### src/rtl/pipe_stage_buf.sv
// rtl/pipe_stage_buf.sv - elastic valid/ready pipeline stage register with skid buffer, flush and stall counter
//
// Purpose:
//   Carries NUM_FIELDS payload fields of DATA_WIDTH bits between two pipeline
//   stages. With SKID_EN = 1 a second (skid) entry lets up_ready_o come straight
//   from a register, so no combinational path runs from dn_ready_i to up_ready_o.
//   With SKID_EN = 0 the block is a single entry whose ready passes through.
//   While the output is invalid the NOP_FIELD field shows NOP_VALUE (a bubble)
//   and every other field shows zero.
//
// Ports:
//   clk_i        in   1                      clock, rising edge
//   rst_i        in   1                      synchronous reset, active-high
//   flush_i      in   1                      discard all held entries this cycle
//   up_valid_i   in   1                      upstream payload valid
//   up_ready_o   out  1                      block can accept payload
//   up_data_i    in   NUM_FIELDS*DATA_WIDTH  upstream payload
//   dn_valid_o   out  1                      downstream payload valid
//   dn_ready_i   in   1                      downstream accepts payload
//   dn_data_o    out  NUM_FIELDS*DATA_WIDTH  downstream payload (bubble when invalid)
//   occupancy_o  out  2                      entries held (0..2)
//   stall_cnt_o  out  CNT_WIDTH              saturating count of stalled-output cycles

module pipe_stage_buf #(
  parameter int                    DATA_WIDTH = 32,
  parameter int                    NUM_FIELDS = 2,
  parameter bit                    SKID_EN    = 1'b1,
  parameter int                    NOP_FIELD  = 1,
  parameter logic [DATA_WIDTH-1:0] NOP_VALUE  = DATA_WIDTH'(32'h0000_0013),
  parameter int                    CNT_WIDTH  = 16
) (
  input  logic                             clk_i,
  input  logic                             rst_i,
  input  logic                             flush_i,
  input  logic                             up_valid_i,
  output logic                             up_ready_o,
  input  logic [NUM_FIELDS*DATA_WIDTH-1:0] up_data_i,
  output logic                             dn_valid_o,
  input  logic                             dn_ready_i,
  output logic [NUM_FIELDS*DATA_WIDTH-1:0] dn_data_o,
  output logic [1:0]                       occupancy_o,
  output logic [CNT_WIDTH-1:0]             stall_cnt_o
);

  localparam int PW = NUM_FIELDS * DATA_WIDTH;

  // Bubble shown downstream whenever nothing valid is held.
  localparam logic [PW-1:0] NOP_PAT = PW'(NOP_VALUE) << (NOP_FIELD * DATA_WIDTH);

  typedef enum logic [1:0] {
    ST_EMPTY = 2'd0,
    ST_FULL  = 2'd1,
    ST_SKID  = 2'd2
  } state_t;

  state_t                r_state;
  state_t                w_state_nxt;
  logic [PW-1:0]         r_main;
  logic [PW-1:0]         r_skid;
  logic [CNT_WIDTH-1:0]  r_stall_cnt;

  logic w_push;
  logic w_pop;
  logic w_load_main_up;
  logic w_load_main_skid;
  logic w_load_skid;
  logic w_stall;
  logic w_cnt_sat;

  // ---------------------------------------------------------------------------
  // Handshake
  // ---------------------------------------------------------------------------
  assign dn_valid_o = (r_state == ST_FULL) || (r_state == ST_SKID);

  // The skid variant looks only at registered state; the single-entry variant
  // lets a draining downstream free the slot in the same cycle.
  generate
    if (SKID_EN) begin : g_ready_skid
      assign up_ready_o = (r_state != ST_SKID) && !rst_i;
    end else begin : g_ready_pass
      assign up_ready_o = (!dn_valid_o || dn_ready_i) && !rst_i;
    end
  endgenerate

  assign w_push = up_valid_i && up_ready_o;
  assign w_pop  = dn_valid_o && dn_ready_i;

  // ---------------------------------------------------------------------------
  // Next-state and register-load decode
  // ---------------------------------------------------------------------------
  always_comb begin
    w_state_nxt      = r_state;
    w_load_main_up   = 1'b0;
    w_load_main_skid = 1'b0;
    w_load_skid      = 1'b0;

    // Flush outranks every handshake: a push in the same cycle is dropped
    // because no load strobe is raised.
    if (flush_i) begin
      w_state_nxt = ST_EMPTY;
    end else begin
      case (r_state)
        ST_EMPTY: begin
          if (w_push) begin
            w_state_nxt    = ST_FULL;
            w_load_main_up = 1'b1;
          end
        end
        ST_FULL: begin
          if (w_push && w_pop) begin
            w_load_main_up = 1'b1;
          end else if (w_push) begin
            // Only reachable with the skid entry present; the single-entry
            // ready forbids a push into a full, stalled stage.
            if (SKID_EN) begin
              w_state_nxt = ST_SKID;
              w_load_skid = 1'b1;
            end
          end else if (w_pop) begin
            w_state_nxt = ST_EMPTY;
          end
        end
        ST_SKID: begin
          if (w_pop) begin
            w_state_nxt      = ST_FULL;
            w_load_main_skid = 1'b1;
          end
        end
        default: begin
          w_state_nxt = ST_EMPTY;
        end
      endcase
    end
  end

  // ---------------------------------------------------------------------------
  // State and data registers
  // ---------------------------------------------------------------------------
  always_ff @(posedge clk_i) begin
    if (rst_i) begin
      r_state <= ST_EMPTY;
      r_main  <= '0;
      r_skid  <= '0;
    end else begin
      r_state <= w_state_nxt;
      // Data registers only move on real transfers, never on idle cycles.
      if (w_load_main_up) begin
        r_main <= up_data_i;
      end else if (w_load_main_skid) begin
        r_main <= r_skid;
      end
      if (w_load_skid) begin
        r_skid <= up_data_i;
      end
    end
  end

  // ---------------------------------------------------------------------------
  // Stall counter: counts cycles where valid data waits on downstream.
  // Flush does not clear it so a debug read survives pipeline redirects.
  // ---------------------------------------------------------------------------
  assign w_stall   = dn_valid_o && !dn_ready_i;
  assign w_cnt_sat = (r_stall_cnt == {CNT_WIDTH{1'b1}});

  always_ff @(posedge clk_i) begin
    if (rst_i) begin
      r_stall_cnt <= '0;
    end else if (w_stall && !w_cnt_sat) begin
      r_stall_cnt <= r_stall_cnt + CNT_WIDTH'(1);
    end
  end

  // ---------------------------------------------------------------------------
  // Outputs
  // ---------------------------------------------------------------------------
  assign dn_data_o   = dn_valid_o ? r_main : NOP_PAT;
  assign stall_cnt_o = r_stall_cnt;

  always_comb begin
    occupancy_o = 2'd0;
    case (r_state)
      ST_FULL: occupancy_o = 2'd1;
      ST_SKID: occupancy_o = 2'd2;
      default: occupancy_o = 2'd0;
    endcase
  end

endmodule

### config.mk
export PLATFORM = sky130hd
export DESIGN_NAME = pipe_stage_buf
export DESIGN_NICKNAME = d
export VERILOG_FILES = /design/src/rtl/pipe_stage_buf.sv
export SDC_FILE = /design/constraint.sdc
export NUM_CORES = 1
export LEC_CHECK = 0
export CELL_PAD_IN_SITES_DETAIL_PLACEMENT = 0
export CELL_PAD_IN_SITES_GLOBAL_PLACEMENT = 1
export CORE_ASPECT_RATIO = 1.1
export CORE_UTILIZATION = 33
export DETAILED_ROUTE_END_ITERATION = 10
export MAX_ROUTING_LAYER = met4
export PLACE_DENSITY_LB_ADDON = 0.1
export SLEW_MARGIN = 15
export SYNTH_ARGS = -nofsm -noshare
export SYNTH_HDL_FRONTEND = slang
export SYNTH_SLANG_ARGS = --single-unit
### constraint.sdc
create_clock -name clk_i -period 1.9 [get_ports clk_i]
set_input_delay 0.38 -clock clk_i [delete_from_list [all_inputs] [get_ports clk_i]]
set_output_delay 0.38 -clock clk_i [all_outputs]
set_load 0.05 [all_outputs]
==> impl_results.md, run 1 <==
* Run status: finished with violations
* Failing checks: negative setup slack
* Seq cells post-synth at about 150
* Largest net degree at the start of global routing at 155
* Tot GR Track Use at 0.2143
* Crit path required time at between 1500 and 2000 ps
* Slew headroom at 0.5200
* CTS Sinks at 146
* Top post-synthesis cells by area: dfxtp_1, nand2_1, a21oi_1
* Fin. max-slew vios at 0
* Commonest non-fill, non-tap cell in the layout: nand2_1
* Critical-path maximum fanout at 11
* Antenna violations before repair at 1
* Total leakage power at about 0.0040 uW
* Cell taking the most area after synthesis: dfxtp_1
* Main flop type after synthesis: dfxtp_1
* Hold Path Origin: r_main[58]
* Setup crit end kind: primary output
* Setup ws final at -255.6 ps
* Cts bufs inserted at 17
* Cells on worst reg2reg path at 10
* Crit path cell chain: inv_4 -> ha_4 -> buf_12 -> buf_12 -> buf_12 -> and2_4 -> buf_12
* Chip Width at 133.6 um
* # rows at 52
* Setup Skew at 11.19 ps
* Layout cells sized above 1 at 0.3959
* Sequential Power Share at 0.419
* Gate power share at 0.124
* Hold Violations, Final at 0
* Endpoint, Worst Hold: r_main[58]
* Adder-cell share of the synthesized area at 0.01194
* Max Fclk at roughly 460 MHz
* Worst Max-Slew Pin Slew at 720.0 ps
* Max H-tree Level at 4
* Max incr delay on CP at 360 ps
* Overflow after GRT at 0
* 1st-pass router iterations at 5
* DR WL/cell at 17.90 um
* DR iter-0 viols at 389
* Via Count at 6302
* Reg-to-Reg Start: r_state[0]
* Clock Power Share at 0.457
* Util after Layout at 0.6020
* Vias in the first global route at roughly 6000
* YS warnings at 0
* Startpoint Class: flop
* Die area at between 15000 and 20000 um^2
* Register area share after synthesis at 0.4649
* MaxCap Viol Count at 0
* Final net count at 1049
* Synth Area in Compound Gates at 0.2169
* Worst Hold Depth at 2
* Critical R2R Capture: r_main[23]
* Remaining DRCs at 0
* WS Path Type: reg -> out
* R2R Setup Slk at -250 ps
* Cell Pwr Density at 674.2 nW/um^2
* Fin Hold WS at around 450 ps
* Port Buffers at 152
* Die H at 146.8 um
* Placer Congestion at 0.7616
* Crit share post-route at 1.135
* Setup Viol. Count Final at 202
* CP max stage cell: dfxtp_4
* Switching share of power at 0.2347
* Simple-gate share of the synthesized area at 0.2446
* Synth Area in XOR/XNOR at 0.001393
* Top cell type's share of synthesized area at 0.4649
* Cell internal pwr at 5760 uW
* Net Sw Power at about 1800 uW
* Core area at 18540 um^2
* Clk buf depth at 2
* CP dominant cell by count: buf_12
* Io pins at 153
* DRT antenna net count at 0
* Avg Cell Area, Syn at 8.240 um^2
* CTS clk-pin slew, worst paths at 60 ps
* Post-Route WL at approximately 22000 um
* VDD IR max at about 600 uV
* Worst-skew pair later-pin latency at 420 ps
* Gate Count Post-Synth at around 760
* CTS Hold Bufs at 0
* Unique cell type count in the Yosys netlist at 43
* Initial Utilization at 0.3391
* Crit path time final at 2156 ps
* Via density at 5.128
* Dpl cell area at 9029 um^2
* Detail Placement HPWL at 11270 um
* RSZ-0062 raised after global routing: yes
* Synthesized area at 6287 um^2
* Most frequent cells in the layout: nand2_1, dfxtp_1, a21oi_1
* Clock tree root driver cell: clkbuf_16
* Syn Nets at 838
* Mux contribution to synthesized area at 0.01234
* CTS tree: built
* Global-route wire length before repair at 31750 um
* Post-route cell area at 11160 um^2
* Worst path arrival time at 1780 ps
* Area grow syn2layout at 77.55%
* Largest family of logic cells by synthesized area: simple AND/OR/NAND/NOR gates
* Number of enable flip-flop cells after synthesis at 0
* Hold WC Path Type: reg -> reg
* FFs w/ async S/R, synth at 0
flip-flops by register name (all words and copies together), names as in the netlist:
register,cells
r_main,64
r_skid,64
r_state,2
stall_cnt_o,16
stage by stage:
stage / std cells / power (uW) / TNS [ps] / worst slack, ps
finish: 1229 / 7526 / -33400 / -255.6
global route: 1229 / 7757 / -49120 / -320.1
CTS: 1203 / 7514 / -22410 / -270.8
detailed placement: 1132 / 3874 / -27720 / -231.9
global placement: 1132 / 3863 / -24130 / -217.4
floorplan: 763 / 3524 / -732.2 / -77.73
worst max path at each step:
stage                from      endpoint  slack [ps]  depth (start not counted)
2_1_floorplan  r_state[1]  dn_data_o[0]         -80                          5
3_3_place_gp   up_valid_i     r_main[6]        -220                          6
3_5_place_dp   dn_ready_i    r_skid[14]        -230                          8
4_1_cts        r_state[0]  dn_data_o[9]        -270                          7
5_1_grt        r_state[0]    r_main[18]        -320                         11
6_report       r_state[1]  dn_data_o[9]        -260                          7
worst max-delay path, delay by kind of cell (launching register included):
family,cells,cell delay (ps)
adders and majority gates,1,260
buffers and inverters,5,590
DFF,1,360
and+or+nand+nor,1,160
kinds of logic (layout without fill, tap and decap cells):
family,Yosys count,after routing
AOI/OAI and AO/OA,219,219
xor gates and xnor gates,1,1
adders and majority gates,6,6
buffers and inverters,61,283
DFF,146,146
muxes,7,7
other,0,1
and+or+nand+nor,323,323
area by class of cell:
| cell class | count | area, um^2 |
|---|---|---|
| antenna | 1 | 2.502 |
| clock buffer | 21 | 470.5 |
| clock inverter | 9 | 131.4 |
| fill | 1551 | 7380 |
| inverter | 4 | 20.02 |
| multi-input combinational | 556 | 3657 |
| sequential | 146 | 2940 |
| tap | 243 | 304.0 |
| timing repair buffer | 249 | 3637 |
metal layers:
metal | wire, um | vias to the layer above | track usage
met3 | 1059 | 25 | 0.04417
met5 | 0 | - | -
met1 | 9601 | 3050 | 0.2611
li1 | - | 3052 | -
met2 | 10950 | 175 | 0.3542
met4 | 391 | 0 | 0.06591
synth_stat cells (2+ instances only):
cell	number
a22oi_1	54
nor2b_1	6
nand3_1	6
o31ai_1	7
o21ai_0	4
a21oi_2	5
or3_1	2
buf_6	6
nand3b_1	2
nor4_1	3
or4_1	5
a22oi_2	10
nor3b_1	2
a21oi_1	133
clkbuf_1	30
inv_1	4
mux2_2	6
nor3_1	5
nand2b_1	6
and2_1	61
nand2_1	198
ha_1	6
nand4_1	5
dfxtp_1	146
and4_1	3
and3_1	2
buf_2	19
nor2_1	12
repair_timing:
action                                  CTS  global route
resized for setup                        72            76
gates cloned                             14            11
pin swaps                                49            52
endpoints found under the setup margin   97           206
hold endpoints to repair                  0             0
buffers inserted                         29            18
power groups by stage:
| stage | combinational [uW] | sequential, uW | clock, uW |
|---|---|---|---|
| after floorplan | 311 | 3210 | 0 |
| after global placement | 645 | 3220 | 0 |
| after detailed placement | 655 | 3220 | 0 |
| after CTS | 873 | 3150 | 3490 |
| after global routing | 979 | 3160 | 3620 |
| final | 931 | 3150 | 3440 |
No activity file was read; power rests on OpenSTA's default activity.
==> run 2, diff against run 1 <==
--- a/config.mk
+++ b/config.mk
@@ -9,6 +9,7 @@
 export CELL_PAD_IN_SITES_GLOBAL_PLACEMENT = 1
 export CORE_ASPECT_RATIO = 1.1
 export CORE_UTILIZATION = 33
+export CTS_CLUSTER_DIAMETER = 60
 export DETAILED_ROUTE_END_ITERATION = 10
 export MAX_ROUTING_LAYER = met4
 export PLACE_DENSITY_LB_ADDON = 0.1
==> results of run 2 <==
No change in the layout: final DEF, timing and power equal those of run 1.
